**src/rtl/debounce_multi_pkg.sv**
```systemverilog
// Shared constants and helpers for the multi-channel button debouncer.
// Everything here is elaboration-time only.
package debounce_pkg;

    localparam int DEF_CLK_FREQ    = 100_000_000;
    localparam int TICK_MS         = 1;
    localparam int DEF_DEBOUNCE_MS = 20;
    localparam int DEF_LONG_MS     = 1000;

    localparam int DEF_DCNT_W = $clog2(DEF_DEBOUNCE_MS + 1);
    localparam int DEF_HCNT_W = $clog2(DEF_LONG_MS + 1);

    function automatic int tick_div(input int clk_freq);
        return clk_freq / (1000 * TICK_MS);
    endfunction

    // Width of a counter that must hold 0..max_val, never narrower than 1
    function automatic int cnt_w(input int max_val);
        return (max_val < 1) ? 1 : $clog2(max_val + 1);
    endfunction

endpackage

```
**src/rtl/debounce_multi_if.sv**
```systemverilog
// Pad-side and event-side signals of the debouncer, one bit per channel.
// master = pads/consumers, slave = the debounce block.
interface debounce_multi_if #(
    parameter int N_CH = 5
);

    logic [N_CH-1:0] btn_in;
    logic [N_CH-1:0] btn_out;
    logic [N_CH-1:0] btn_rise;
    logic [N_CH-1:0] btn_fall;
    logic [N_CH-1:0] btn_long;

    modport master (
        output btn_in,
        input  btn_out,
        input  btn_rise,
        input  btn_fall,
        input  btn_long
    );

    modport slave (
        input  btn_in,
        output btn_out,
        output btn_rise,
        output btn_fall,
        output btn_long
    );

endinterface

```
**src/rtl/debounce_multi_ch.sv**
```systemverilog
// One debounce channel: synchroniser, debounce counter, clean level,
// edge pulses and long-press pulse, all advanced by a shared ms tick.
module debounce_ch
    import debounce_pkg::*;
#(
    parameter int DEBOUNCE_MS = DEF_DEBOUNCE_MS,
    parameter int LONG_MS     = DEF_LONG_MS,
    parameter bit ACTIVE_LOW  = 1'b0
) (
    input  logic clk,
    input  logic rst,
    input  logic tick,
    input  logic btn_in,
    output logic btn_out,
    output logic btn_rise,
    output logic btn_fall,
    output logic btn_long
);

    localparam int DW = cnt_w(DEBOUNCE_MS);
    localparam int HW = cnt_w(LONG_MS);

    localparam logic [DW-1:0] D_LAST = DW'(DEBOUNCE_MS - 1);
    localparam logic [HW-1:0] H_LAST = HW'(LONG_MS - 1);
    localparam logic [HW-1:0] H_MAX  = HW'(LONG_MS);

    logic          s1;
    logic          s2;
    logic          lvl;
    logic          agree;
    logic          d_roll;
    logic          d_inc;
    logic [DW-1:0] dcnt;
    logic [HW-1:0] hcnt;

    assign lvl    = s2 ^ ACTIVE_LOW;
    assign agree  = (lvl == btn_out);
    assign d_roll = !agree && tick && (dcnt == D_LAST);
    assign d_inc  = !agree && tick && (dcnt != D_LAST);

    always_ff @(posedge clk) begin
        if (rst) begin
            s1       <= ACTIVE_LOW;
            s2       <= ACTIVE_LOW;
            dcnt     <= '0;
            hcnt     <= '0;
            btn_out  <= 1'b0;
            btn_rise <= 1'b0;
            btn_fall <= 1'b0;
            btn_long <= 1'b0;
        end else begin
            s1       <= btn_in;
            s2       <= s1;
            btn_rise <= 1'b0;
            btn_fall <= 1'b0;
            btn_long <= 1'b0;

            // Any cycle of agreement restarts the count, tick or not
            unique case (1'b1)
                agree: dcnt <= '0;
                d_roll: begin
                    btn_out  <= lvl;
                    btn_rise <= lvl;
                    btn_fall <= ~lvl;
                    dcnt     <= '0;
                end
                d_inc: dcnt <= dcnt + 1'b1;
                default: ;
            endcase

            // Saturating hold counter gives one long pulse per press
            if (!btn_out) begin
                hcnt <= '0;
            end else if (tick && (hcnt != H_MAX)) begin
                hcnt     <= hcnt + 1'b1;
                btn_long <= (hcnt == H_LAST);
            end
        end
    end

endmodule

```
**src/rtl/debounce_multi.sv**
```systemverilog
// Multi-channel debouncer: one shared 1 ms prescaler feeding N_CH
// independent debounce channels.
module debounce_multi
    import debounce_pkg::*;
#(
    parameter int N_CH        = 5,
    parameter int CLK_FREQ    = DEF_CLK_FREQ,
    parameter int DEBOUNCE_MS = DEF_DEBOUNCE_MS,
    parameter int LONG_MS     = DEF_LONG_MS,
    parameter bit ACTIVE_LOW  = 1'b0
) (
    input  logic              clk,
    input  logic              rst,
    debounce_multi_if.slave   bus
);

    localparam int TDIV = tick_div(CLK_FREQ);
    localparam int PW   = cnt_w(TDIV - 1);

    localparam logic [PW-1:0] P_LAST = PW'(TDIV - 1);

    if (CLK_FREQ % 1000 != 0) begin : g_bad_freq
        $error("debounce_multi: CLK_FREQ must be a multiple of 1000");
    end
    if (DEBOUNCE_MS < 1) begin : g_bad_deb
        $error("debounce_multi: DEBOUNCE_MS must be >= 1");
    end
    if (LONG_MS <= DEBOUNCE_MS) begin : g_bad_long
        $error("debounce_multi: LONG_MS must exceed DEBOUNCE_MS");
    end
    if (N_CH < 1) begin : g_bad_nch
        $error("debounce_multi: N_CH must be >= 1");
    end

    logic [PW-1:0]   pcnt;
    logic            tick;
    logic [N_CH-1:0] out_v;
    logic [N_CH-1:0] rise_v;
    logic [N_CH-1:0] fall_v;
    logic [N_CH-1:0] long_v;

    assign tick = (pcnt == P_LAST);

    // Free-running so every channel sees the same tick phase
    always_ff @(posedge clk) begin
        if (rst) begin
            pcnt <= '0;
        end else if (tick) begin
            pcnt <= '0;
        end else begin
            pcnt <= pcnt + 1'b1;
        end
    end

    for (genvar i = 0; i < N_CH; i++) begin : g_ch
        debounce_ch #(
            .DEBOUNCE_MS (DEBOUNCE_MS),
            .LONG_MS     (LONG_MS),
            .ACTIVE_LOW  (ACTIVE_LOW)
        ) u_ch (
            .clk      (clk),
            .rst      (rst),
            .tick     (tick),
            .btn_in   (bus.btn_in[i]),
            .btn_out  (out_v[i]),
            .btn_rise (rise_v[i]),
            .btn_fall (fall_v[i]),
            .btn_long (long_v[i])
        );
    end

    assign bus.btn_out  = out_v;
    assign bus.btn_rise = rise_v;
    assign bus.btn_fall = fall_v;
    assign bus.btn_long = long_v;

endmodule

```
**src/flat_wrapper.sv**
```systemverilog
// flat-port wrapper written by rule: the top's interface ports become plain ports
module debounce_multi_flat import debounce_pkg::*;
#(
    parameter int N_CH        = 5,
    parameter int CLK_FREQ    = DEF_CLK_FREQ,
    parameter int DEBOUNCE_MS = DEF_DEBOUNCE_MS,
    parameter int LONG_MS     = DEF_LONG_MS,
    parameter bit ACTIVE_LOW  = 1'b0
)
  (clk, rst, bus_btn_in, bus_btn_out, bus_btn_rise, bus_btn_fall, bus_btn_long);
  debounce_multi_if #(.N_CH(N_CH)) bus_i ();
  input  logic clk;
  input  logic rst;
  input wire logic [$bits(bus_i.btn_in)-1:0] bus_btn_in;
  output wire logic [$bits(bus_i.btn_out)-1:0] bus_btn_out;
  output wire logic [$bits(bus_i.btn_rise)-1:0] bus_btn_rise;
  output wire logic [$bits(bus_i.btn_fall)-1:0] bus_btn_fall;
  output wire logic [$bits(bus_i.btn_long)-1:0] bus_btn_long;
  assign bus_i.btn_in = bus_btn_in;
  assign bus_btn_out = bus_i.btn_out;
  assign bus_btn_rise = bus_i.btn_rise;
  assign bus_btn_fall = bus_i.btn_fall;
  assign bus_btn_long = bus_i.btn_long;
  debounce_multi #(.N_CH(N_CH), .CLK_FREQ(CLK_FREQ), .DEBOUNCE_MS(DEBOUNCE_MS), .LONG_MS(LONG_MS), .ACTIVE_LOW(ACTIVE_LOW)) u_core (.clk(clk), .rst(rst), .bus(bus_i));
endmodule
```
**config.mk**
```make
export PLATFORM = sky130hd
export DESIGN_NAME = debounce_multi_flat
export DESIGN_NICKNAME = d
export VERILOG_FILES = /design/src/rtl/debounce_multi_pkg.sv /design/src/rtl/debounce_multi_if.sv /design/src/rtl/debounce_multi_ch.sv /design/src/rtl/debounce_multi.sv /design/src/flat_wrapper.sv
export SDC_FILE = /design/constraint.sdc
export NUM_CORES = 1
export LEC_CHECK = 0
export CORE_AREA = 2 2 99 120
export DETAILED_ROUTE_END_ITERATION = 12
export DIE_AREA = 0 0 101 122
export GPL_TIMING_DRIVEN = 0
export HOLD_SLACK_MARGIN = 0.03
export PLACE_DENSITY = 0.74
export SLEW_MARGIN = 20
export SYNTH_ARGS = -nofsm -noshare
export SYNTH_HDL_FRONTEND = slang
export SYNTH_HIERARCHICAL = 1
export SYNTH_SLANG_ARGS = --single-unit
```
**constraint.sdc**
```tcl
create_clock -name clk -period 2.31 [get_ports clk]
set_input_delay 0.462 -clock clk [delete_from_list [all_inputs] [get_ports clk]]
set_output_delay 0.462 -clock clk [all_outputs]
set_load 0.005 [all_outputs]
```
==> impl_metrics.json <==
{
  "grt_pass1_wl_um": 21850,
  "cpPeakStageDelay_ns": 0.55,
  "place_ws_ns": -0.5240,
  "power_density_nw_per_um2": 648.6,
  "drc": 0,
  "max_freq_mhz": 454.2,
  "area_delta_synth_final_pct": 18.09,
  "cp_slowest_cell": "or4_1",
  "report.final.slew_viol_count": 0,
  "clock_latency_ns": 0.41,
  "dp_hpwl_um": 8349,
  "p_leak_nw": 2.238,
  "num_vias": 5104,
  "numPortBuffers": 26,
  "ant_nets": 0,
  "tightest_slew_ns": 0.5403,
  "dp_cells": 809,
  "cts_tree": "yes",
  "cts_root_buf": "clkbuf_16",
  "yosysWarnings": 6,
  "rows": 43,
  "h-tree-depth": 4,
  "grt-ovfl-total": 0,
  "crit_fanout": 6,
  "start_util_pct": 51.90,
  "syn_avg_cell_area_sq_um": 9.050,
  "critical_path_buf_inv_count": 1,
  "holdCritPathClass": "register to register",
  "synth_fp_nets": 671,
  "fin_tns_setup_ns": 0,
  "numClockSinks": 122,
  "yosys.cell_types.count": 38,
  "cts_buffer_depth": 2,
  "drt-vias-per-instance": 6.019,
  "hold_viol": 0,
  "finalNonFillerCells": 848,
  "antenna_found_initial": 0,
  "die_h_um": 122,
  "dr.pass1.iters": 5,
  "arrival_ns": 2.54,
  "synth-main-ff-cell": "dfxtp_1",
  "core_sq_um": 11300,
  "place_congestion": 0.8367,
  "synth_cells": 648,
  "slew_headroom_pct": 63.86,
  "grt_max_degree": 17,
  "p_total_mw": 4.492,
  "ys_seq_elements": 122,
  "crit_path_start_kind": "register",
  "path_delay_family": "simple AND/OR/NAND/NOR gates",
  "yosysSeqAreaShare_pct": 41.65,
  "fin_ws_ns": 0.1082,
  "finalSetupViolCount": 0,
  "avgRoutedWirePerCell_um": 15.20,
  "postCtsHoldBufs": 0,
  "path_cells": "nor3_1, and3_4, buf_4, nand3_2, or4_1, a21oi_2",
  "grtUsageTotal_pct": 21.72,
  "status": "completed",
  "drtIter0Drc": 303,
  "dpl_cell_area_sq_um": 6295,
  "min_period_ns": 2.202,
  "skew_ns": 0.007966,
  "critical_path_class": "register to register",
  "first_global_vias": 4919,
  "antenna_cells": 0,
  "final_area_sq_um": 6925,
  "cts_inserted_buffers": 17,
  "die_x_um": 101,
  "endpoint_kind": "register",
  "rsz0062_at_grt": "true",
  "cap_violations": 0,
  "fillers": 948,
  "num_io_pins": 27,
  "drive_gt1_share_pct": 11.08,
  "dieArea_sq_um": 12320,
  "vdd_ir_drop_max_uv": 382.5,
  "cts.clk_slew.worst_paths_ns": 0.05,
  "period_share_pct": 95.32,
  "async_reset_ff_share_pct": 0,
  "synth_enable_flop_cells": 0,
  "drt-total-wl_um": 12890,
  "nets": 724,
  "synth_area_sq_um": 5864,
  "required_ns": 2.65
}
## metal layers
layer  part of all wire [%]  GRT usage [%]
met5                      0              0
met3                    3.2          5.049
met1                     44          24.94
met2                     51          38.88
met4                    1.8          8.193
## cell type report
type	count	area (sq um)	share of cell area, %
tap	135	168.9	2.439
inverter	22	82.58	1.192
buffer	18	108.9	1.572
sequential	122	2442	35.27
clock inverter	9	50.05	0.7227
timing repair buffer	33	325.3	4.697
clock buffer	22	464.2	6.703
multi-input combinational	487	3283	47.41
## cell families after synthesis
group	Yosys count	synth area share [%]
and+or+nand+nor	317	34.33
xor gates and xnor gates	33	4.929
DFF	122	41.65
buffers and inverters	40	3.264
AOI/OAI and AO/OA	120	12.42
adders and majority gates	16	3.414
## state kept, by name (all words and copies together) (netlist names)
signal                     cells
u_core/g_ch.u_ch/btn_fall      5
u_core/g_ch.u_ch/btn_long      5
u_core/g_ch.u_ch/btn_out       5
u_core/g_ch.u_ch/btn_rise      5
u_core/g_ch.u_ch/dcnt         25
u_core/g_ch.u_ch/hcnt         50
u_core/g_ch.u_ch/lvl           5
u_core/g_ch.u_ch/s1            5
u_core/pcnt                   17
## per-stage QoR
stage	hold WS, ns	util (%)
global route	0.4645	61.30
global placement	0.4198	55.71
detailed placement	0.4368	55.71
floorplan	0.4138	-
finish	0.4483	61.30
CTS	0.4524	60.83
## repair_timing
item,CTS,global route
endpoints found under the setup margin,95,55
gates resized for setup,2,7
buffers inserted,5,2
cloned,1,0
pin swaps,1,2
## worst paths after layout
kind	to	slack, ns	depth (start not counted)	start
setup / recovery	u_core/g_ch[1].u_ch/hcnt[7]	0.11	6	u_core/pcnt[13]
hold / removal	u_core/g_ch[1].u_ch/lvl	0.45	1	u_core/g_ch[1].u_ch/s1
setup reg to reg	u_core/g_ch[1].u_ch/hcnt[7]	0.11	6	u_core/pcnt[13]
hold reg to reg	u_core/g_ch[1].u_ch/lvl	0.45	1	u_core/g_ch[1].u_ch/s1
## Yosys cell counts, drive strengths merged, types with 10 or more instances
master / instances / share of area, %
nor3: 19 / 1.6
nand3: 51 / 5.4
inv: 22 / 1.4
a21oi: 47 / 4.0
dfxtp: 122 / 42
and4b: 10 / 1.7
or4: 32 / 4.1
xor2: 25 / 3.7
buf: 13 / 1.5
nand2b: 20 / 2.1
nand2: 39 / 2.5
nor2: 32 / 2.0
nand4: 25 / 3.3
ha: 16 / 3.4
nor2b: 30 / 3.2
o21ai: 25 / 2.1
o31ai: 27 / 3.5
nand3b: 15 / 1.9
o21a: 10 / 1.3
or3: 11 / 1.2
## placed cells by master (no fill, tap or decap), types with 25 or more instances in the layout
master,synthesis,layout
nor2_1,32,31
o31ai_1,27,27
nand3_1,40,40
nor2b_1,30,30
nand2_1,39,39
clkdlybuf4s50_1,0,26
dfxtp_1,122,122
or4_1,32,32
a21oi_1,47,46
xor2_1,25,25
o21ai_0,25,25
## where the power goes
| group | total (mW) | internal [mW] | switching [mW] |
|---|---|---|---|
| Clock | 2.30 | 1.40 | 0.894 |
| Sequential | 2.13 | 2.12 | 0.0117 |
| Combinational | 0.0641 | 0.0320 | 0.0322 |
| Total | 4.49 | 3.55 | 0.938 |
## worst register-to-register path, delay by kind of cell, from the launching register on
kind / cells / cell delay, ns
AND/OR/NAND/NOR: 4 / 1.46
flip-flops: 1 / 0.35
buffers and inverters: 1 / 0.17
AO/OA/AOI/OAI: 1 / 0.15
No activity file was read; power rests on OpenSTA's default activity.
